$ cat config.mk
export PLATFORM = sky130hd
export DESIGN_NAME = subtrator_serial
export DESIGN_NICKNAME = d
export VERILOG_FILES = /design/src/rtl/subtrator_serial.sv
export SDC_FILE = /design/constraint.sdc
export NUM_CORES = 1
export LEC_CHECK = 0
export CORE_ASPECT_RATIO = 1.5
export CORE_MARGIN = 3
export CORE_UTILIZATION = 50
export CTS_BUF_LIST = sky130_fd_sc_hd__clkbuf_4 sky130_fd_sc_hd__clkbuf_8 sky130_fd_sc_hd__clkbuf_16
export DETAILED_ROUTE_END_ITERATION = 7
export MAX_ROUTING_LAYER = met4
export PLACE_DENSITY_LB_ADDON = 0.08
export SLEW_MARGIN = 20
export SYNTH_ARGS = -nofsm -noshare
export SYNTH_HDL_FRONTEND = slang
export SYNTH_SLANG_ARGS = --single-unit
$ cat constraint.sdc
create_clock -name clk -period 2.4 [get_ports clk]
set_clock_uncertainty 0.2 [all_clocks]
set_input_delay 0.24 -clock clk [delete_from_list [all_inputs] [get_ports clk]]
set_output_delay 0.24 -clock clk [all_outputs]
set_load 0.01 [all_outputs]
$ cat src/rtl/subtrator_serial.sv
// Bit-serial WIDTH-bit subtractor (diff = a - b), LSB first, one borrow flip-flop.
// Optional macro SUBTRATOR_OVERFLOW_EN adds a signed-overflow output.
module subtrator_serial #(
   parameter int WIDTH = 8
) (
   input  logic             clk,
   input  logic             rst,
   input  logic             start,
   input  logic [WIDTH-1:0] a,
   input  logic [WIDTH-1:0] b,
   output logic             busy,
   output logic             done,
   output logic [WIDTH-1:0] diff,
   output logic             borrow_out
`ifdef SUBTRATOR_OVERFLOW_EN
   ,
   output logic             overflow
`endif
);

   if (WIDTH < 2 || WIDTH > 32) begin : g_bad_width
      $error("subtrator_serial: WIDTH must be in 2..32");
   end

   localparam int CW = $clog2(WIDTH);
   localparam logic [CW-1:0] LAST = CW'(WIDTH - 1);

   typedef enum logic [1:0] {OCIOSO, CALCULA, FIM} state_t;

   state_t           state_reg, state_next;
   logic [WIDTH-1:0] a_reg, b_reg;
   // Only WIDTH-1 partial bits are stored; the last bit goes straight to diff.
   logic [WIDTH-2:0] part_reg;
   logic             br_reg;
   logic [CW-1:0]    cnt_reg;

   logic             ai, bi, di, br_next, last, accept;
   logic [WIDTH-1:0] shifted;

   always_comb begin
      ai      = a_reg[0];
      bi      = b_reg[0];
      di      = ai ^ bi ^ br_reg;
      br_next = (~ai & bi) | (~(ai ^ bi) & br_reg);
      last    = (cnt_reg == LAST);
      accept  = start && (state_reg == OCIOSO || state_reg == FIM);
      shifted = {di, part_reg};
   end

   always_comb begin
      state_next = state_reg;
      case (state_reg)
         OCIOSO:  if (start) state_next = CALCULA;
         CALCULA: if (last)  state_next = FIM;
         FIM:     state_next = start ? CALCULA : OCIOSO;
         default: state_next = OCIOSO;
      endcase
   end

   // busy/done are registered decodes of the next state so they line up with it.
   always_ff @(posedge clk or posedge rst) begin
      if (rst) begin
         state_reg <= OCIOSO;
         busy      <= 1'b0;
         done      <= 1'b0;
      end else begin
         state_reg <= state_next;
         busy      <= (state_next == CALCULA);
         done      <= (state_next == FIM);
      end
   end

   always_ff @(posedge clk or posedge rst) begin
      if (rst) begin
         a_reg      <= '0;
         b_reg      <= '0;
         part_reg   <= '0;
         br_reg     <= 1'b0;
         cnt_reg    <= '0;
         diff       <= '0;
         borrow_out <= 1'b0;
`ifdef SUBTRATOR_OVERFLOW_EN
         overflow   <= 1'b0;
`endif
      end else if (accept) begin
         a_reg   <= a;
         b_reg   <= b;
         br_reg  <= 1'b0;
         cnt_reg <= '0;
      end else if (state_reg == CALCULA) begin
         a_reg    <= a_reg >> 1;
         b_reg    <= b_reg >> 1;
         part_reg <= shifted[WIDTH-1:1];
         br_reg   <= br_next;
         cnt_reg  <= cnt_reg + CW'(1);
         if (last) begin
            diff       <= shifted;
            borrow_out <= br_next;
`ifdef SUBTRATOR_OVERFLOW_EN
            // On the last bit ai/bi are the operand MSBs and di is the result MSB.
            overflow   <= (ai != bi) && (di != ai);
`endif
         end
      end
   end

endmodule

==> results.yml <==
outcome:
  outcome: "completed"
detailed_routing:
  vias: 1163
  dr.pass1.iters: 4
  drc_errors: 0
  drt-total-wl_um: 3120
  via_per_inst: 5.26
  dr.first_iter.drc_count: 37
  wl_per_cell_um: 14.1
  antenna_left: 0
floorplanning:
  dieArea_um2: 4260
  io_pins: 30
  die_y_um: 78.5
  rows: 25
  core_area_um2: 3250
  die_w_um: 54.3
  start_util_pct: 53.8
worst_setup_path:
  startpoint_type: "flop"
  path_max_fanout: 12
  cp-end-kind: "flop"
  crit_family: "adder cells"
  worst-path-buf-inv: 0
  crit_slowest_cell: "dfrtp_1"
  cp_cell_sequence: "ha_1, ha_1, nand3b_4, mux2_2"
  required_ps: 2380
  crit_path_frequent_cell: "ha_1"
  slowest_delay_ps: 410
  arrival_ps: 1730
  path_class: "reg2reg"
global_route:
  grt_pass1_vias: 1204
  met2_usage_pct: 29.3
  grt_max_degree: 41
  overflow: 0
  grt_pass1_wl_um: 5360
  antenna_found_initial: 0
  grt-busiest-layer: "met2"
  use_met3_pct: 3.98
  grt_usage_pct: 17.9
  met1_usage_pct: 19.4
clocking:
  h-tree-depth: 2
  clock_latency_ps: 290
  cts_resized: 0
  path_clk_slew_ps: 70
  clock_path_buffers: 2
  cts_sinks: 40
  cts.hold.buffers_added: 0
  cts_made_buffers: 5
  cts-root-buf: "clkbuf_8"
  postCtsSetupBuffers: 0
  cts_tree: "done"
power_and_ir_drop:
  p_leak_nw: 0.975
  power_mw: 2.81
  p_per_area_nw_per_um2: 1320
  vdd_drop_max_uv: 604
synthesis:
  ys.flop_type: "dfrtp_1"
  yosysUniqueCellTypes: 27
  synth_edf_count: 0
  synth_area_um2: 1750
  yosysWarnings: 0
  ys_ff_latch: 40
  synth_nets: 173
  yosysSeqAreaShare_pct: 57.2
  synthCells: 151
  synth_area_per_cell_um2: 11.6
  ys_async_sr_fraction_pct: 100
layout:
  multi_input_area_um2: 642
  final_common_cell: "dfrtp_1"
  seqCellArea_um2: 1000
  area_growth_pct: 21.6
  drive_gt1_share_pct: 13.3
  fin_cells: 221
  diodes: 0
  most-common-layout-cells: "dfrtp_1 (40), clkdlybuf4s50_1 (29), nand2_1 (22)"
  nets: 203
  fillers: 284
placed_design:
  place.gp.congestion: 0.780
  dpl.hpwl_um: 2210
  post-place-ws_ps: 510
  dp.cells: 214
  portBuffers: 29
sta:
  setup_violations: 0
  slew_headroom_pct: 58.3
  max_freq_ghz: 0.569
  tns_ps: 0
  min_period_over_period_pct: 73.2
  slew_viol_final: 0
  fin_crit_ps: 1760
  tightest_slew_ps: 624
  rsz0062_at_grt: "false"
  hold_viol: 0
  timing.final.ws_setup_ps: 642
job:
  cap_violations: 0
worst_hold_path:
  holdCritPathClass: "in2async"
power breakdown:
group	internal, mW	total, mW	switching [mW]	leakage, nW
registers	0.994	1.20	0.209	0.483
clock network	0.256	0.478	0.222	0.0503
logic	0.607	1.13	0.523	0.442
cell families (layout without fill, tap and decap cells):
| logic type | Yosys count | count (layout) | synth area share [%] |
|---|---|---|---|
| and+or+nand+nor | 55 | 55 | 15.6 |
| muxes | 12 | 12 | 8.79 |
| buffers and inverters | 15 | 45 | 6.15 |
| AOI/OAI and AO/OA | 26 | 26 | 9.72 |
| DFF | 40 | 40 | 57.2 |
| adders and majority gates | 3 | 3 | 2.57 |
final timing paths:
| path | from | end | slack, ps | depth (start not counted) |
|---|---|---|---|---|
| max | cnt_reg[0] | diff[5] | 640 | 4 |
| min | rst | diff[1] | 190 | 3 |
| max reg2reg | cnt_reg[0] | diff[5] | 640 | 4 |
| min reg2reg | part_reg[0] | part_reg[0] | 290 | 2 |
| max in group asynchronous | rst | b_reg[3] | 1460 | 3 |
| min in group clk | part_reg[0] | part_reg[0] | 290 | 2 |
per-stage QoR:
stage,instance area (µm²),util [%],hold slack (ps)
after floorplan,1750,-,180
after global placement,2030,62.5,259
after detailed placement,2030,62.5,279
after CTS,2130,65.4,207
after global routing,2130,65.4,247
final,2130,65.4,192
per-layer routing:
metal / vias to the layer above / routed length [µm]
li1: 574 / -
met1: 556 / 1280
met2: 27 / 1620
met3: 6 / 129
met4: 0 / 87
met5: - / 0
tightest hold or removal path, stage by stage:
cell             delay (ps)
clkdlybuf4s50_1         410
inv_1                    60
buf_4                   420
synth_stat cells, types with 4 or more instances:
master | number | share of area [%]
nand2_1 | 22 | 4.7
inv_1 | 5 | 1.1
nor2b_1 | 4 | 1.4
a22o_1 | 4 | 2.0
nor2_1 | 12 | 2.6
buf_6 | 5 | 3.2
dfrtp_1 | 40 | 57
mux2_4 | 6 | 5.1
o22ai_1 | 11 | 3.9
nor3_1 | 11 | 3.1
cell type report:
class                   instances  share of cell area [%]
repair buffers                 33                    15.0
multi-input cells              96                    30.2
clock buffers                   7                    4.53
flip-flops and latches         40                    47.0
inverters                       5                   0.882
well taps                      40                    2.35
No activity file was read; power rests on OpenSTA's default activity.
